**src/rtl/div_result_display.sv**
```systemverilog
// Divider result display: converts a 4-bit quotient and remainder to BCD and
// scans them onto a 4-digit 7-segment display. Optional macro: DIV_ZERO_DETECT_EN.
module div_result_display #(
    parameter int SCAN_DIV = 50000
) (
    input  logic       clk,
    input  logic       rst_n,
    input  logic       load,
    input  logic [3:0] quotient_in,
    input  logic [3:0] remainder_in,
    input  logic [3:0] divisor_in,
    output logic       ready,
    output logic       valid,
    output logic       err,
    output logic [6:0] seg,
    output logic       dp,
    output logic [3:0] an
);

    localparam int PW = $clog2(SCAN_DIV);
    localparam logic [6:0] SEG_BLANK = 7'b1111111;
    localparam logic [6:0] SEG_E     = 7'b0000110;
    localparam logic [6:0] SEG_R     = 7'b0101111;

    // Handshake: a load is accepted only on a cycle where ready is high;
    // loads presented while ready is low are dropped, never queued.
    typedef enum logic [1:0] {IDLE, CONV, LATCH} state_t;

    state_t      state, state_nx;
    logic [11:0] q_sr, r_sr;          // {tens, ones, binary} shift registers
    logic [1:0]  step_cnt;
    logic [3:0]  q_t, q_o, r_t, r_o;
    logic [PW-1:0] presc;
    logic [1:0]  sel;

    function automatic logic [11:0] dd_step(input logic [11:0] v);
        logic [11:0] t;
        t = v;
        if (t[11:8] >= 4'd5) t[11:8] = t[11:8] + 4'd3;
        if (t[7:4]  >= 4'd5) t[7:4]  = t[7:4]  + 4'd3;
        return t << 1;
    endfunction

    function automatic logic [6:0] seg7(input logic [3:0] d);
        case (d)
            4'd0:    seg7 = 7'b1000000;
            4'd1:    seg7 = 7'b1111001;
            4'd2:    seg7 = 7'b0100100;
            4'd3:    seg7 = 7'b0110000;
            4'd4:    seg7 = 7'b0011001;
            4'd5:    seg7 = 7'b0010010;
            4'd6:    seg7 = 7'b0000010;
            4'd7:    seg7 = 7'b1111000;
            4'd8:    seg7 = 7'b0000000;
            4'd9:    seg7 = 7'b0010000;
            default: seg7 = SEG_BLANK;
        endcase
    endfunction

    always_ff @(posedge clk or negedge rst_n) begin
        if (!rst_n) state <= IDLE;
        else        state <= state_nx;
    end

    always_comb begin
        state_nx = state;
        case (state)
            IDLE:    if (load) state_nx = CONV;
            CONV:    if (step_cnt == 2'd3) state_nx = LATCH;
            LATCH:   state_nx = IDLE;
            default: state_nx = IDLE;
        endcase
    end

    assign ready = (state == IDLE);

    always_ff @(posedge clk or negedge rst_n) begin
        if (!rst_n) begin
            q_sr     <= '0;
            r_sr     <= '0;
            step_cnt <= '0;
        end else begin
            case (state)
                IDLE: begin
                    step_cnt <= '0;
                    if (load) begin
                        q_sr <= {8'd0, quotient_in};
                        r_sr <= {8'd0, remainder_in};
                    end
                end
                CONV: begin
                    q_sr     <= dd_step(q_sr);
                    r_sr     <= dd_step(r_sr);
                    step_cnt <= step_cnt + 2'd1;
                end
                default: ;
            endcase
        end
    end

    // Display registers change only in LATCH, so a conversion in flight never shows.
    always_ff @(posedge clk or negedge rst_n) begin
        if (!rst_n) begin
            valid <= 1'b0;
            q_t   <= '0;
            q_o   <= '0;
            r_t   <= '0;
            r_o   <= '0;
        end else if (state == LATCH) begin
            valid <= 1'b1;
            q_t   <= q_sr[11:8];
            q_o   <= q_sr[7:4];
            r_t   <= r_sr[11:8];
            r_o   <= r_sr[7:4];
        end
    end

`ifdef DIV_ZERO_DETECT_EN
    logic div_zero;
    always_ff @(posedge clk or negedge rst_n) begin
        if (!rst_n) begin
            div_zero <= 1'b0;
            err      <= 1'b0;
        end else begin
            if (state == IDLE && load) div_zero <= (divisor_in == 4'd0);
            if (state == LATCH)        err      <= div_zero;
        end
    end
`else
    logic unused_divisor;
    assign unused_divisor = ^divisor_in;
    assign err = 1'b0;
`endif

    always_ff @(posedge clk or negedge rst_n) begin
        if (!rst_n) begin
            presc <= '0;
            sel   <= '0;
        end else if (presc == PW'(SCAN_DIV - 1)) begin
            presc <= '0;
            sel   <= sel + 2'd1;
        end else begin
            presc <= presc + 1'b1;
        end
    end

    assign an = ~(4'b0001 << sel);

    always_comb begin
        seg = SEG_BLANK;
        dp  = 1'b1;
        if (valid) begin
            if (err) begin
                case (sel)
                    2'd3:    seg = SEG_E;
                    2'd2:    seg = SEG_R;
                    2'd1:    seg = SEG_R;
                    default: seg = SEG_BLANK;
                endcase
            end else begin
                case (sel)
                    2'd3: seg = (q_t == 4'd0) ? SEG_BLANK : seg7(q_t);
                    2'd2: begin
                        seg = seg7(q_o);
                        dp  = 1'b0;
                    end
                    2'd1: seg = (r_t == 4'd0) ? SEG_BLANK : seg7(r_t);
                    default: seg = seg7(r_o);
                endcase
            end
        end
    end

endmodule

```
**config.mk**
```make
export PLATFORM = sky130hd
export DESIGN_NAME = div_result_display
export DESIGN_NICKNAME = d
export VERILOG_FILES = /design/src/rtl/div_result_display.sv
export SDC_FILE = /design/constraint.sdc
export NUM_CORES = 1
export LEC_CHECK = 0
export CAP_MARGIN = 30
export CORE_MARGIN = 3
export CORE_UTILIZATION = 45
export CTS_BUF_LIST = sky130_fd_sc_hd__clkbuf_8
export DETAILED_ROUTE_END_ITERATION = 6
export GPL_TIMING_DRIVEN = 1
export PLACE_DENSITY_LB_ADDON = 0.05
export SYNTH_ARGS = -nofsm -noshare
export SYNTH_HDL_FRONTEND = slang
export SYNTH_SLANG_ARGS = --single-unit
```
**constraint.sdc**
```tcl
create_clock -name clk -period 2.2 [get_ports clk]
set_input_delay 0.44 -clock clk [delete_from_list [all_inputs] [get_ports clk]]
set_output_delay 0.44 -clock clk [all_outputs]
set_load 0.05 [all_outputs]
```
==> results of run 1 <==
[area by class of cell]
cell class              instances  area [um2]
clock inverters                 4        46.3
clock buffers                  11         151
repair buffers                 57         567
inverters                      27         109
multi-input cells             302        2410
fillers                       728        3260
well taps                     105         131
flip-flops and latches         63        1580
[kinds of logic (layout without fill, tap and decap cells)]
group / count (synthesis) / count (layout)
xor+xnor: 21 / 21
buf+inv: 45 / 99
compound gates: 98 / 98
other cells: 1 / 1
fa+ha+maj: 36 / 36
simple gates: 132 / 132
flops: 63 / 63
mux: 14 / 14
[worst min-delay path by stage]
stage	from	to	slack, ps	depth (start not counted)
global placement	q_sr[9]	q_sr[9]	470	2
floorplan	rst_n	presc[0]	140	0
finish	rst_n	presc[3]	100	2
global route	rst_n	presc[3]	120	2
detailed placement	q_sr[9]	q_sr[9]	470	2
CTS	rst_n	presc[7]	110	2
[power groups by stage]
stage / logic, uW / registers (uW) / clock network, uW
6_report: 3500 / 1880 / 996
3_3_place_gp: 3090 / 1860 / 0
5_1_grt: 3830 / 1950 / 1080
2_1_floorplan: 2200 / 1750 / 0
4_1_cts: 3330 / 1860 / 1030
3_5_place_dp: 3150 / 1870 / 0
[worst register-to-register path, stage by stage, from the launching register on]
cell	delay [ps]
dfrtp_1	420
inv_1	130
ha_1	200
nand2b_1	60
a21oi_1	290
mux2_2	370
o21ai_0	150
[through the flow]
step	area (um2)	worst slack, ps	TNS [ps]
after floorplan	3890	-164	-181
after global placement	4410	-45.3	-82.1
after detailed placement	4410	-61.5	-106
after CTS	4730	-302	-1740
after global routing	4990	-378	-2010
final	4990	-311	-1490
[what timing repair did]
action / CTS / global route
pin swaps: 9 / 14
hold endpoints to repair: 0 / 0
buffers inserted: 3 / 5
setup endpoints to repair: 7 / 7
resized for setup: 26 / 52
[per-layer routing]
layer / vias up / routed length (um)
li1: 1526 / -
met1: 1422 / 3970
met2: 45 / 3590
met3: 16 / 202
met4: 0 / 176
met5: - / 0
[sequential cells by signal (all words and copies together) (netlist names)]
name and cells:
r_sr 12, presc 16, r_o 4, q_o 4, state 2, sel 2, step_cnt 2, r_t 4
q_sr 12, q_t 4, valid 1
[cells in the final DEF, fill, tap and decap left out, drive strengths merged, types with 3 or more instances in the layout]
master         instances
a211oi                 3
a21oi                 19
a22o                   4
a22oi                  6
buf                   47
clkbuf                11
clkdlybuf4s50         10
dfrtp                 63
ha                    36
inv                   28
mux2                  10
mux2i                  4
nand2                 39
nand2b                20
nand3                 12
nand4                  3
nor2                  27
nor2b                  5
nor3                  12
nor4                   4
o21ai                 37
o31ai                  4
o32a                   3
xnor2                 15
xor2                   6
==> results.rst, run 1 <==
.. list-table::
   :header-rows: 1

   * - Metric
     - Value
   * - Worst Hold Slack
     - 104 ps
   * - Worst path cell trace
     - ha_2 > or3b_4 > o211ai_1 > a21oi_1 > o32a_2 > buf_8
   * - Met1 usage
     - 0.237
   * - Fraction of synthesized cell area taken by the top area cell type
     - 0.409
   * - Clock buffer depth
     - 2
   * - Diode count
     - 0
   * - Clock transition at path regs
     - 70 ps
   * - DRT iter0 DRCs
     - 210
   * - Final worst setup slack
     - -311 ps
   * - Final-report setup violation count
     - 7
   * - Maximum number of pins on one net before global-route repair
     - 64
   * - Routing usage on met3
     - 0.0297
   * - Violated checks
     - setup timing
   * - Count of final hold-check violations
     - 0
   * - Cell area after synthesis
     - 0.00385 mm2
   * - Core Region
     - 0.00826 mm2
   * - Antenna viol nets, final
     - 0
   * - Family with the most delay on the worst path
     - compound AO/OA/AOI/OAI gates
   * - Leakage power of the design
     - 0.00215 uW
   * - Number of storage elements in the synthesis netlist
     - 63
   * - Largest incremental delay on the critical path
     - 420 ps
   * - Vias post-DR
     - 3009
   * - R2R Path End
     - r_sr[6]
   * - Power share of the sequential group
     - 0.295
   * - CP max FO
     - 4
   * - Slew HR
     - 0.606
   * - Worst hold-check path type
     - in2async
   * - Maximum clock frequency
     - 0.398 GHz
   * - Final RePlAce weighted congestion
     - 0.803
   * - End-of-flow core utilization
     - 0.605
   * - Max cap viols
     - 0
   * - Gate count of the mapped netlist
     - 410
   * - R2R Setup Slk
     - 490 ps
   * - Main flop type after synthesis
     - dfrtp_1
   * - First-pass GRT wire length
     - 13700 um
   * - Count of flip-flops with a built-in enable after synthesis
     - 0
   * - CTS H-tree lvls
     - 3
   * - Initial standard-cell utilization of the core
     - 0.466
   * - Clock tree from TritonCTS
     - yes
   * - Area share of and/or/nand/nor cells after synthesis
     - 0.176
   * - Critical path depth
     - 6
   * - Horizontal die dimension
     - 98.5 um
   * - Relative contribution of combinational cells to total power
     - 0.549
   * - Mean instance size in the synthesized netlist
     - 9.39 um2
   * - Top post-synthesis cells by count
     - dfrtp_1, nand2_1, ha_1, o21ai_0
   * - Layout-stage area growth over the synthesis result
     - 29.7%
   * - Power density cells
     - 1280 mW/mm2
   * - Finished Layout Cells
     - 569
   * - Run status
     - finished, violations left
   * - IO Port Bufs
     - 24
   * - Int Pwr
     - 3670 uW
   * - Via count of the first global-routing pass
     - 2981
   * - Drt drc
     - 0
   * - # rows
     - 33
   * - RSZ-0062 raised after global routing
     - true
   * - CP Class
     - reg2out
   * - Critical path buffers and inverters
     - 1
   * - Ratio of cells with drive above 1 in the final layout
     - 0.287
   * - Root Driver
     - clkbuf_8
   * - DR pass1 iterations
     - 4
   * - Aggregate global routing overflow
     - 0
   * - Most congested layer reported by global routing
     - met2
   * - Final routed wire length divided by cell count
     - 14.0 um
   * - Switching part of the total power
     - 0.425
   * - Slowest-stage cell, CP
     - dfrtp_1
   * - Final max-slew violation count
     - 0
   * - Final layout net count
     - 511
   * - Hold-fix buffers at CTS
     - 0
   * - Final clock period utilization by the worst path
     - 1.14
   * - Initial antenna violation count
     - 0
   * - Multiplexer share of the synthesized area
     - 0.0396
   * - Maximum VDD drop
     - 0.620 mV
   * - Slew at the pin closest to its max-slew limit
     - 590 ps
   * - Later-pin clock latency in the skew report
     - 330 ps
   * - Startpoint of the worst setup timing path
     - q_t[1]
   * - Number of cells on the worst reg-to-reg path
     - 6
   * - Worst endpoint required time
     - 1760 ps
   * - Seq/Total Area, Yosys
     - 0.409
   * - Library cell with the largest summed area after synthesis
     - dfrtp_1
   * - Share of synthesized flip-flops with an asynchronous set or reset
     - 1.00
   * - Dominant cells by area after synthesis
     - dfrtp_1, ha_1, o21ai_0
   * - Post-layout minimum cycle time
     - 2510 ps
   * - Avg Vias per Cell
     - 5.29
   * - Arrival time worst endpoint
     - 2070 ps
   * - Type of element launching the critical path
     - flip-flop
   * - Clock power share
     - 0.156
   * - Synth cell types
     - 53
   * - Kind of end point of the critical path
     - output pin
   * - Yosys synthesis warning count
     - 0
   * - Share of synthesized cell area in full adder, half adder and majority cells
     - 0.117
   * - Detailed Place HPWL
     - 5650 um
   * - Reported net switching power
     - 2710 uW
   * - Synth Area in XOR/XNOR
     - 0.0478
   * - Largest family of logic cells by synthesized area
     - simple AND/OR/NAND/NOR gates
   * - Synthesized-area fraction occupied by ao, oa, aoi and oai cells
     - 0.162
   * - Capturing instance or port of the critical path
     - seg[5]
   * - Total I/O pin count
     - 30
   * - Worst R2R Start
     - r_sr[4]
   * - Most frequently used cell type in the post-synthesis netlist
     - dfrtp_1
   * - Syn Nets
     - 461
   * - Power after layout
     - 6380 uW
   * - Total Die Area
     - 0.00970 mm2
   * - Post-placement cell count
     - 546
   * - Vertical die dimension
     - 98.5 um
   * - Clk sink count
     - 63
   * - Global Route Usage Sum
     - 0.171
   * - Clock skew after layout
     - 5.43 ps
   * - Number of buffers created by CTS
     - 9
   * - Final WL
     - 7940 um
   * - Met2 Resource Use GR
     - 0.266
No activity file was read; power rests on OpenSTA's default activity.
==> run 2: changes to the inputs <==
--- a/config.mk
+++ b/config.mk
@@ -9,6 +9,7 @@
 export CORE_MARGIN = 3
 export CORE_UTILIZATION = 45
 export CTS_BUF_LIST = sky130_fd_sc_hd__clkbuf_8
+export CTS_CLUSTER_SIZE = 16
 export DETAILED_ROUTE_END_ITERATION = 6
 export GPL_TIMING_DRIVEN = 1
 export PLACE_DENSITY_LB_ADDON = 0.05
==> results of run 2 <==
Same layout as run 1: the final DEF is identical, and so are final timing and power.
==> run 3: changes to the inputs <==
--- a/config.mk
+++ b/config.mk
@@ -5,7 +5,9 @@
 export SDC_FILE = /design/constraint.sdc
 export NUM_CORES = 1
 export LEC_CHECK = 0
+export ABC_AREA = 0
 export CAP_MARGIN = 30
+export CORE_ASPECT_RATIO = 1.4
 export CORE_MARGIN = 3
 export CORE_UTILIZATION = 45
 export CTS_BUF_LIST = sky130_fd_sc_hd__clkbuf_8
==> run 3 against run 2 <==
  * The run still ends with setup timing left
  * Count of clock-buffer cells in the layout shrank 2
  * First-iteration DRC count decreased by 57%
  * Hold slack is essentially flat
  * Critical path type unchanged
  * Largest cell class unchanged
==> results.rst, run 3 (synthesis gave the netlist of run 1 again) <==
.. list-table::
   :header-rows: 1

   * - Metric
     - Value
   * - Final WL
     - 8130 um (+2.4%)
   * - IO Port Bufs
     - 24 (unchanged)
   * - Power density cells
     - 1310 mW/mm2 (+2.1%)
   * - Number of buffers created by CTS
     - 9 (unchanged)
   * - Count of final hold-check violations
     - 0 (unchanged)
   * - CTS H-tree lvls
     - 3 (unchanged)
   * - Final layout net count
     - 512 (+0.20%)
   * - Detailed Place HPWL
     - 5740 um (+1.7%)
   * - Max reg flops
     - 16 (unchanged)
   * - Int Pwr
     - 3850 uW (+4.9%)
   * - Switching part of the total power
     - 0.418 (-0.00679)
   * - Final routed wire length divided by cell count
     - 14.3 um (+2.6%)
   * - Placed cell areas
     - 0.00441 mm2 (about the same)
   * - Root Driver
     - clkbuf_8
   * - CP Class
     - reg2out
   * - Global Route Usage Sum
     - 0.173 (+0.00201)
   * - Relative contribution of combinational cells to total power
     - 0.533 (-0.016)
   * - Slew at the pin closest to its max-slew limit
     - 611 ps (+20.7 ps)
   * - RSZ-0062 raised after global routing
     - true
   * - Clock power share
     - 0.183 (+0.027)
   * - Arrival time worst endpoint
     - 2040 ps (-30 ps)
   * - Final clock period utilization by the worst path
     - 1.13 (-0.0127)
   * - Kind of end point of the critical path
     - output pin
   * - Ratio of cells with drive above 1 in the final layout
     - 0.294 (+0.00735)
   * - Maximum clock frequency
     - 0.403 GHz (+1.1%)
   * - Leakage power of the design
     - 0.00219 uW (+1.9%)
   * - Finished Layout Cells
     - 568 (-0.18%)
   * - Filler Cells Inserted
     - 721 (-0.96%)
   * - Post-placement cell count
     - 543 (-0.55%)
   * - Antenna viol nets, final
     - 0 (unchanged)
   * - DR pass1 iterations
     - 4 (unchanged)
   * - Aggregate global routing overflow
     - 0 (unchanged)
   * - Post-layout minimum cycle time
     - 2480 ps (-27.9 ps)
   * - Clock buffer depth
     - 2 (unchanged)
   * - Run status
     - finished, violations left
   * - Clk sink count
     - 63 (unchanged)
   * - # rows
     - 39 (+18%)
   * - Reported net switching power
     - 2770 uW (+2.0%)
   * - Via count of the first global-routing pass
     - 2915 (-2.2%)
   * - Area of all placed cells without fillers
     - 0.00507 mm2 (+1.5%)
   * - Worst endpoint required time
     - 1760 ps (about the same)
   * - Final max-slew violation count
     - 0 (unchanged)
   * - Initial antenna violation count
     - 0 (unchanged)
   * - Commonest non-fill, non-tap cell in the layout
     - dfrtp_1
   * - Clock transition at path regs
     - 70 ps (about the same)
   * - Avg Vias per Cell
     - 5.27 (-0.29%)
   * - Violated checks
     - setup timing
   * - Final RePlAce weighted congestion
     - 0.810 (+0.92%)
   * - Commonest cells after routing, fill and taps aside
     - dfrtp_1, nand2_1, buf_4
   * - Later-pin clock latency in the skew report
     - 340 ps (about the same)
   * - Slew HR
     - 0.593 (-0.0138)
   * - Vertical die dimension
     - 115 um (+17%)
   * - Worst hold-check path type
     - in2async
   * - Layout-stage area growth over the synthesis result
     - 31.6%
   * - Clock tree from TritonCTS
     - yes
   * - Clock skew after layout
     - 7.54 ps (+2.11 ps)
   * - Core Region
     - 0.00825 mm2 (-0.14%)
   * - DRT iter0 DRCs
     - 90 (-57%)
   * - Registers with the most flip-flops
     - presc: 16 flops, q_sr: 12 flops, r_sr: 12 flops
   * - Power after layout
     - 6620 uW (+3.6%)
   * - Total I/O pin count
     - 30 (unchanged)
   * - Total Die Area
     - 0.00972 mm2 (+0.16%)
   * - Maximum VDD drop
     - 1.36 mV (+120%)
   * - R2R Setup Slk
     - 410 ps (-80 ps)
   * - Maximum number of pins on one net before global-route repair
     - 28 (-56%)
   * - Type of element launching the critical path
     - flip-flop
   * - Max cap viols
     - 0 (unchanged)
   * - Register bank with the most flops
     - presc
   * - CP max FO
     - 6 (+2)
   * - First-pass GRT wire length
     - 13500 um (-1.9%)
   * - Horizontal die dimension
     - 84.2 um (-15%)
   * - Power share of the sequential group
     - 0.284 (-0.011)
   * - Worst Setup Slack post-DPL
     - -4.95 ps (+56.5 ps)
   * - Initial standard-cell utilization of the core
     - 0.467 (+0.000637)
   * - Final worst setup slack
     - -284 ps (+27.9 ps)
   * - Drt drc
     - 0 (unchanged)
   * - Final-report setup violation count
     - 7 (unchanged)
   * - Vias post-DR
     - 2995 (-0.47%)
   * - Diode count
     - 0 (unchanged)
==> run 3: final timing paths <==
kind                       startpoint  endpoint  depth (start not counted)
setup / recovery               r_t[1]    seg[6]                          6
hold / removal                  rst_n    sel[0]                          1
max in group asynchronous       rst_n    sel[1]                          2
setup reg to reg             presc[0]    sel[1]                          6
hold reg to reg               q_sr[9]   q_sr[9]                          2
min in group clk              q_sr[9]   q_sr[9]                          2
==> run 3: stage by stage <==
stage / TNS (ps) / hold WS, ps / utilization
floorplan: -181 / 144 / -
global placement: -15.1 / 465 / 0.534
detailed placement: -4.95 / 470 / 0.534
CTS: -1370 / 105 / 0.603
global route: -2050 / 124 / 0.615
finish: -1360 / 104 / 0.615
==> run 3: layout make-up <==
class,instances,area (um2),share of cell area
multi-input combinational,302,2430,0.480
clock buffer,9,124,0.0244
tap,102,128,0.0252
sequential,63,1580,0.312
inverter,27,106,0.0210
clock inverter,7,121,0.0239
timing repair buffer,58,573,0.113
==> run 3: power by group through the flow <==
stage / combinational (uW) / sequential, uW / clock (uW)
final: 3530 / 1880 / 1210
after floorplan: 2200 / 1750 / 0
after CTS: 3460 / 1880 / 1240
after global routing: 3850 / 1950 / 1310
after global placement: 3100 / 1860 / 0
after detailed placement: 3140 / 1870 / 0
==> run 3: timing repair <==
action                                  in CTS  in global routing
hold buffers                                 0                  0
resized for setup                           67                 19
pin swaps                                   18                 10
endpoints found under the setup margin       7                  8
endpoints found under the hold margin        0                  0
buffers inserted                             7                  2
==> run 3: per-layer routing <==
layer | up-vias | part of all wire | GRT usage
met4 | 0 | 0.033 | 0.108
met2 | 47 | 0.51 | 0.289
met5 | - | 0 | 0
met3 | 15 | 0.025 | 0.0377
li1 | 1530 | - | -
met1 | 1403 | 0.44 | 0.203
==> run 3: critical path, cell delays in order (launching register included) <==
cell	delay, ps
dfrtp_1	410
inv_4	80
ha_4	200
nor4_1	390
nor3_2	70
o32a_2	410
buf_8	150
